[config.mk]
export PLATFORM = sky130hd
export DESIGN_NAME = rtc_alarm_core
export DESIGN_NICKNAME = d
export VERILOG_FILES = /design/src/rtl/rtc_alarm_core.sv
export SDC_FILE = /design/constraint.sdc
export NUM_CORES = 1
export LEC_CHECK = 0
export BUFFER_PORTS_ARGS = -buffer_cell sky130_fd_sc_hd__buf_2
export CAP_MARGIN = 20
export CORE_UTILIZATION = 31
export CTS_CLUSTER_DIAMETER = 40
export DETAILED_ROUTE_END_ITERATION = 7
export PLACE_DENSITY_LB_ADDON = 0.08
export SLEW_MARGIN = 20
export SYNTH_ARGS = -nofsm -noshare
export SYNTH_HDL_FRONTEND = slang
export SYNTH_SLANG_ARGS = --single-unit
export TNS_END_PERCENT = 50
[constraint.sdc]
create_clock -name Clk -period 6 [get_ports Clk]
set_input_delay 1.2 -clock Clk [delete_from_list [all_inputs] [get_ports Clk]]
set_output_delay 1.2 -clock Clk [all_outputs]
set_load 0.03 [all_outputs]
[src/rtl/rtc_alarm_core.sv]
// Time-of-day core: 1 s prescaler, binary h/m/s with set mode, 12/24 h BCD display,
// NUM_ALARM programmable alarms with timed ringing/acknowledge, and day-carry pulse.
module rtc_alarm_core #(
    parameter int unsigned CLK_HZ    = 50_000_000,
    parameter int unsigned NUM_ALARM = 2,
    parameter int unsigned RING_SEC  = 60
) (
    input  logic                 Clk,
    input  logic                 Reset_n,
    input  logic                 Set_en,
    input  logic [1:0]           Sel_field,
    input  logic                 Inc,
    input  logic                 Dec,
    input  logic                 Mode12,
    input  logic                 Alm_wr,
    input  logic [2:0]           Alm_idx,
    input  logic [4:0]           Alm_hh,
    input  logic [5:0]           Alm_mm,
    input  logic                 Alm_en_in,
    input  logic                 Alm_ack,
    output logic [7:0]           Hour_bcd,
    output logic [7:0]           Min_bcd,
    output logic [7:0]           Sec_bcd,
    output logic                 Pm,
    output logic                 Tick_1s,
    output logic                 Day_carry,
    output logic [NUM_ALARM-1:0] Ring,
    output logic                 Ring_any
);

    localparam int unsigned   PW        = (CLK_HZ > 1) ? $clog2(CLK_HZ) : 1;
    localparam logic [PW-1:0] PRESC_MAX = PW'(CLK_HZ - 1);
    localparam logic [7:0]    RING_LOAD = 8'(RING_SEC);

    typedef struct packed {
        logic       en;
        logic [4:0] hh;
        logic [5:0] mm;
    } alarm_t;

    logic [PW-1:0]        presc_q, presc_d;
    logic [5:0]           sec_q, sec_d;
    logic [5:0]           min_q, min_d;
    logic [4:0]           hour_q, hour_d;
    alarm_t               alarm_q [NUM_ALARM];
    alarm_t               alarm_d [NUM_ALARM];
    logic [NUM_ALARM-1:0] ring_q, ring_d;
    logic [7:0]           ring_cnt_q [NUM_ALARM];
    logic [7:0]           ring_cnt_d [NUM_ALARM];

    logic [7:0]           hour_bcd_q, min_bcd_q, sec_bcd_q;
    logic                 pm_q, tick_q, day_carry_q;

    logic                 tick_c;
    logic                 step_c;
    logic                 roll_c;
    logic                 wr_ok_c;
    logic [NUM_ALARM-1:0] match_c;
    logic [4:0]           disp_hour_c;

    // Binary value 0..59 to two BCD digits.
    function automatic logic [7:0] to_bcd(input logic [5:0] v);
        logic [5:0] tens;
        logic [5:0] ones;
        tens = v / 6'd10;
        ones = v - (tens * 6'd10);
        return {4'(tens), 4'(ones)};
    endfunction

    // Prescaler, carry chain and set-mode field editing.
    always_comb begin
        presc_d = presc_q;
        sec_d   = sec_q;
        min_d   = min_q;
        hour_d  = hour_q;
        tick_c  = !Set_en && (presc_q == PRESC_MAX);
        step_c  = Set_en && (Inc != Dec);
        roll_c  = tick_c && (sec_q == 6'd59) && (min_q == 6'd59) && (hour_q == 5'd23);

        if (!Set_en) begin
            presc_d = tick_c ? '0 : presc_q + PW'(1);
        end else if ((Inc || Dec) && (Sel_field == 2'd0)) begin
            presc_d = '0;
        end

        if (tick_c) begin
            if (sec_q == 6'd59) begin
                sec_d = 6'd0;
                if (min_q == 6'd59) begin
                    min_d  = 6'd0;
                    hour_d = (hour_q == 5'd23) ? 5'd0 : hour_q + 5'd1;
                end else begin
                    min_d = min_q + 6'd1;
                end
            end else begin
                sec_d = sec_q + 6'd1;
            end
        end

        if (step_c) begin
            case (Sel_field)
                2'd0: sec_d = Inc ? ((sec_q == 6'd59) ? 6'd0 : sec_q + 6'd1)
                                  : ((sec_q == 6'd0) ? 6'd59 : sec_q - 6'd1);
                2'd1: min_d = Inc ? ((min_q == 6'd59) ? 6'd0 : min_q + 6'd1)
                                  : ((min_q == 6'd0) ? 6'd59 : min_q - 6'd1);
                2'd2: hour_d = Inc ? ((hour_q == 5'd23) ? 5'd0 : hour_q + 5'd1)
                                   : ((hour_q == 5'd0) ? 5'd23 : hour_q - 5'd1);
                default: ;
            endcase
        end
    end

    // Alarm storage, match detection and per-channel ring countdown.
    always_comb begin
        wr_ok_c = Alm_wr && (Alm_hh <= 5'd23) && (Alm_mm <= 6'd59)
                  && (32'(Alm_idx) < NUM_ALARM);
        ring_d  = ring_q;
        match_c = '0;
        for (int i = 0; i < NUM_ALARM; i++) begin
            alarm_d[i]    = alarm_q[i];
            ring_cnt_d[i] = ring_cnt_q[i];

            match_c[i] = tick_c && (sec_q == 6'd59) && alarm_q[i].en
                         && (alarm_q[i].hh == hour_d) && (alarm_q[i].mm == min_d);

            if (tick_c && ring_q[i]) begin
                if (ring_cnt_q[i] <= 8'd1) begin
                    ring_d[i]     = 1'b0;
                    ring_cnt_d[i] = 8'd0;
                end else begin
                    ring_cnt_d[i] = ring_cnt_q[i] - 8'd1;
                end
            end
            if (Alm_ack) begin
                ring_d[i]     = 1'b0;
                ring_cnt_d[i] = 8'd0;
            end
            // A fresh match outranks acknowledge on the same cycle.
            if (match_c[i]) begin
                ring_d[i]     = 1'b1;
                ring_cnt_d[i] = RING_LOAD;
            end
            if (wr_ok_c && (Alm_idx == 3'(i))) begin
                alarm_d[i].en = Alm_en_in;
                alarm_d[i].hh = Alm_hh;
                alarm_d[i].mm = Alm_mm;
                if (!Alm_en_in) begin
                    ring_d[i]     = 1'b0;
                    ring_cnt_d[i] = 8'd0;
                end
            end
        end
    end

    always_comb begin
        if (!Mode12) begin
            disp_hour_c = hour_q;
        end else if (hour_q == 5'd0) begin
            disp_hour_c = 5'd12;
        end else if (hour_q > 5'd12) begin
            disp_hour_c = hour_q - 5'd12;
        end else begin
            disp_hour_c = hour_q;
        end
    end

    always_ff @(posedge Clk or negedge Reset_n) begin
        if (!Reset_n) begin
            presc_q     <= '0;
            sec_q       <= '0;
            min_q       <= '0;
            hour_q      <= '0;
            ring_q      <= '0;
            hour_bcd_q  <= '0;
            min_bcd_q   <= '0;
            sec_bcd_q   <= '0;
            pm_q        <= 1'b0;
            tick_q      <= 1'b0;
            day_carry_q <= 1'b0;
            for (int i = 0; i < NUM_ALARM; i++) begin
                alarm_q[i]    <= '0;
                ring_cnt_q[i] <= '0;
            end
        end else begin
            presc_q     <= presc_d;
            sec_q       <= sec_d;
            min_q       <= min_d;
            hour_q      <= hour_d;
            ring_q      <= ring_d;
            hour_bcd_q  <= to_bcd(6'(disp_hour_c));
            min_bcd_q   <= to_bcd(min_q);
            sec_bcd_q   <= to_bcd(sec_q);
            pm_q        <= (hour_q >= 5'd12);
            tick_q      <= tick_c;
            day_carry_q <= roll_c;
            for (int i = 0; i < NUM_ALARM; i++) begin
                alarm_q[i]    <= alarm_d[i];
                ring_cnt_q[i] <= ring_cnt_d[i];
            end
        end
    end

    assign Hour_bcd  = hour_bcd_q;
    assign Min_bcd   = min_bcd_q;
    assign Sec_bcd   = sec_bcd_q;
    assign Pm        = pm_q;
    assign Tick_1s   = tick_q;
    assign Day_carry = day_carry_q;
    assign Ring      = ring_q;
    assign Ring_any  = |ring_q;

endmodule
* Yosys cells after proc, flatten, opt, wreduce, memory -nomap -nowiden *
Index checks and enable logic that the tools add are counted.

storage, ports and cells
  flip-flop bits (word level) = 112
  bits in latches = 0
  bits in writable memories = 0
  bits in read-only memories = 0
  input bits = 25
  word-level logic and storage cells = 136
  memories kept = 0

cells by class
  add/sub/neg operators = 13
  multiply operators = 3
  div/mod/pow operators = 3
  magnitude comparators = 7
  eq/ne operators = 13
  shifts and indexed selects = 0
  muxes and demuxes = 51
  bitwise logic cells = 0
  reduce and logical (&&, ||, !) cells = 27

operator list
  operator               number
  $mux 8                 12
  $mux 26                3
  $mux 6                 13
  $mux 5                 11
  $add 26x1->26 const B  1
  $eq 26x26->1 const B   1
  $logic_and 1x1->1      19
  $mul 6x3->3 const B    3
  $le 8x1->1 const B     2
  $sub 8x1->8 const B    2
  $add 6x1->6 const B    2
  $div 6x4->6 const B    2
  $eq 6x6->1             2
  $eq 6x6->1 const B     2
  $logic_not 6->1        2
  $mux 1                 12
  $sub 4x4->4            3
  $sub 6x1->6 const B    2
  $eq 5x5->1             2
  $div 5x4->6 const B    1
  $le 6x6->1 const B     1
  $add 5x1->5 const B    1
  $eq 5x5->1 const B     1
  $ge 5x4->1 const B     1
  other kinds (16)       16

* Logic depth before layout (Yosys ltp) *
  word-level depth = 13
  depth in mapped cells = 17
  mapped depth without buffers = 17

* Least setup slack after synthesis *
No wires, ideal clock.

  path kind = in2reg
  start = input Inc
  end = register ring_cnt_q[6] in the netlist's numbering
  library setup time = 0.120 ns
  arrival time = 3.576 ns
  slack = 2.304 ns
  cell stages on the path = 10
  path buffers = 2
  cell sequence = clkbuf_1 -> inv_1 -> ha_1 -> nand4b_1 -> clkbuf_1 -> a221oi_1 -> or3_1 -> a2111oi_2 -> nand4_2 -> and3_1

RTL lines
  what                           line  source
  start, declared                12    input logic Inc,
  end signal, assigned by index  198   ring_cnt_q[i] <= ring_cnt_d[i];
  end, declared                  48    logic [7:0] ring_cnt_q [NUM_ALARM];

==> results.yml <==
placed_design:
  numPortBuffers: 50
  dpl.cell_count: 1046
  placed_cell_area_um2: 7380
  dp_slack_ns: 1.29
  place_congestion: 0.842
  hpwl_mm: 13.0
sta:
  slew_viol_final: 0
  final_hold_viol_count: 0
  relSlewSlack: 0.285
  tns_ns: 0
  fin_ws_ns: 1.70
  finClkSkew_ns: 0.0113
  setup_viol: 0
  rsz0062_at_grt: "no"
  fin_crit_sh: 0.717
  post-route-min-period_ns: 4.30
  fmax_mhz: 232
  tightest_slew_ns: 1.07
  whs_ns: 0.500
logic_synthesis:
  async_flop_share: 1.00
  synth_edf_count: 0
  ys.flop_type: "dfrtp_1"
  yosys_register_bits: 108
  synth_area_leaders: "dfrtp_1 39%, ha_1 5.3%, mux2_2 4.4%"
  netlist_area_um2: 6860
  yosysTopAreaCell: "dfrtp_1"
  synth_top_area_share: 0.394
  synth_commonest_cells: "108 x dfrtp_1, 67 x nand2_1, 53 x o21ai_0"
  avgSynthCellArea_um2: 9.29
  syn_inst: 739
  yosysWarnings: 0
  synth_most_common_cell: "dfrtp_1"
  seq_area_frac_synth: 0.394
  synth_cell_types: 76
floorplanning:
  start_util: 0.316
  die_y_um: 151
  fp.coreArea_um2: 21800
  ios: 55
  die_w_um: 151
  rows: 54
  dieArea_um2: 22700
cts:
  holdBufCountCts: 0
  post_cts_buffers: 0
  numCtsBuffers: 9
  clkTransAtPathRegs_ns: 0.08
  cts.sinks: 108
  cts.repair.resized: 0
  cts_tree: "done"
  clkLatencyLatePin_ns: 0.36
  cts-root-buf: "clkbuf_16"
  htree_levels: 3
  cts_buffer_depth: 2
run:
  drv_cap: 0
setup_path:
  start_kind: "input pin"
  crit_required_ns: 6.23
  path_max_fanout: 25
  r2r-start: "presc_q[0]$_DFFE_PN0P_"
  path_class: "in2reg"
  endpoint_kind: "flop"
  cp-startpoint: "Inc"
  crit_arrival_ns: 4.53
outcome:
  status: "finished, final reports clean"
finish:
  regArea_um2: 2700
  multiInputGateArea_um2: 3920
  final_area_um2: 7720
  final_cells: 1063
  syn_to_final_growth_pct: 12.5
  fill_cells: 2202
  final_core_util: 0.355
  layout-drive-gt1-share: 0.152
  nNetsFinal: 834
pwr:
  leakagePower_nw: 3.37
  finalPower_mw: 3.15
  ir_worst_vdd_mv: 0.138
  pwr_density_cell_nw_per_um2: 408
global_route:
  grt_max_degree: 60
  met3_usage: 0.0265
  grt_pass1_vias: 5311
  grtUsageTotal: 0.165
  grt_overflow: 0
  antenna_found_initial: 1
  busiest_layer: "met2"
  grt_use_met2: 0.253
  grt_pass1_wl_mm: 29.0
  use_met1: 0.234
routing:
  vias: 5710
  ant_nets: 0
  dr.pass1.iters: 5
  vias_per_cell: 5.37
  wl_per_cell_um: 17.0
  remaining_drc_errors: 0
  routed_wl_mm: 18.1
  drt_iter0_drc: 339
hold_path:
  hp-start: "presc_q[6]$_DFFE_PN0P_"
  hp-class: "reg2reg"
-- cell families (layout without fill, tap and decap cells) --
logic type                 Yosys count  after routing  synth area share
muxes                               32             32            0.0523
adders and majority gates           32             32            0.0616
buffers and inverters               65            105            0.0377
xor gates and xnor gates            46             46            0.0607
and+or+nand+nor                    280            280             0.225
AOI/OAI and AO/OA                  175            175             0.169
DFF                                108            108             0.394
other                                1              5          0.000546
-- final cells by class --
type | instances | share of cell area
sequential | 108 | 0.350
clock buffer | 11 | 0.0327
antenna | 1 | 0.000324
multi-input combinational | 569 | 0.507
tap | 280 | 0.0454
inverter | 34 | 0.0165
timing repair buffer | 55 | 0.0376
clock inverter | 5 | 0.0107
-- flip-flops by register name, summed over array words and instances, names as in the netlist --
name,count
Day_carry,1
Hour_bcd,6
Min_bcd,7
Pm,1
Ring,2
Sec_bcd,7
Tick_1s,1
alarm_q,24
hour_q,5
min_q,6
presc_q,26
ring_cnt_q,16
sec_q,6
-- path summary, 6_finish.rpt --
kind / to / slack (ns) / cells after the start
worst max-delay path: ring_cnt_q[8]$_DFF_PN0_ / 1.70 / 10
max in group asynchronous: presc_q[24]$_DFFE_PN0P_ / 3.88 / 2
worst max register to register: ring_cnt_q[6]$_DFF_PN0_ / 2.14 / 9
min in group asynchronous: Sec_bcd[5]$_DFF_PN0_ / 0.91 / 1
worst min-delay path: presc_q[6]$_DFFE_PN0P_ / 0.50 / 1
worst min register to register: presc_q[6]$_DFFE_PN0P_ / 0.50 / 1
-- per-layer routing --
layer | share of wire | routed length (µm)
met5 | 0 | 0
met4 | 0.013 | 234
met3 | 0.043 | 777
met2 | 0.45 | 8070
met1 | 0.50 | 9010
-- layout by cell type (no fill, tap or decap), types with 7 or more instances in the layout --
master,n
dfrtp_1,108
nand2_1,67
o21ai_0,53
buf_2,49
nor2_1,45
inv_1,33
nand3_1,30
ha_1,29
a21oi_1,27
mux2_2,27
xnor2_1,26
nor3_1,22
xor2_1,19
o31ai_1,15
nand4_1,13
and3_1,13
a21o_1,12
nand2b_1,11
or3_1,9
clkbuf_16,9
and2_1,8
or4_1,8
nor4_1,7
nor2b_1,7
a211oi_1,7
-- critical path, cell delays in order --
cell	delay [ns]
buf_2	0.41
inv_1	0.24
ha_1	0.40
nand4b_1	0.42
and2_1	0.33
a211oi_1	0.52
xor2_1	0.19
o2111ai_1	0.23
nor4_2	0.47
nor2_1	0.11
-- power breakdown --
part,internal (mW),total (mW),switching [mW],leakage [nW]
registers,0.901,1.13,0.233,1.39
logic,0.562,1.33,0.765,1.82
clock network,0.391,0.690,0.299,0.166
total,1.85,3.15,1.30,3.37
(Power assumes the default switching activity.)
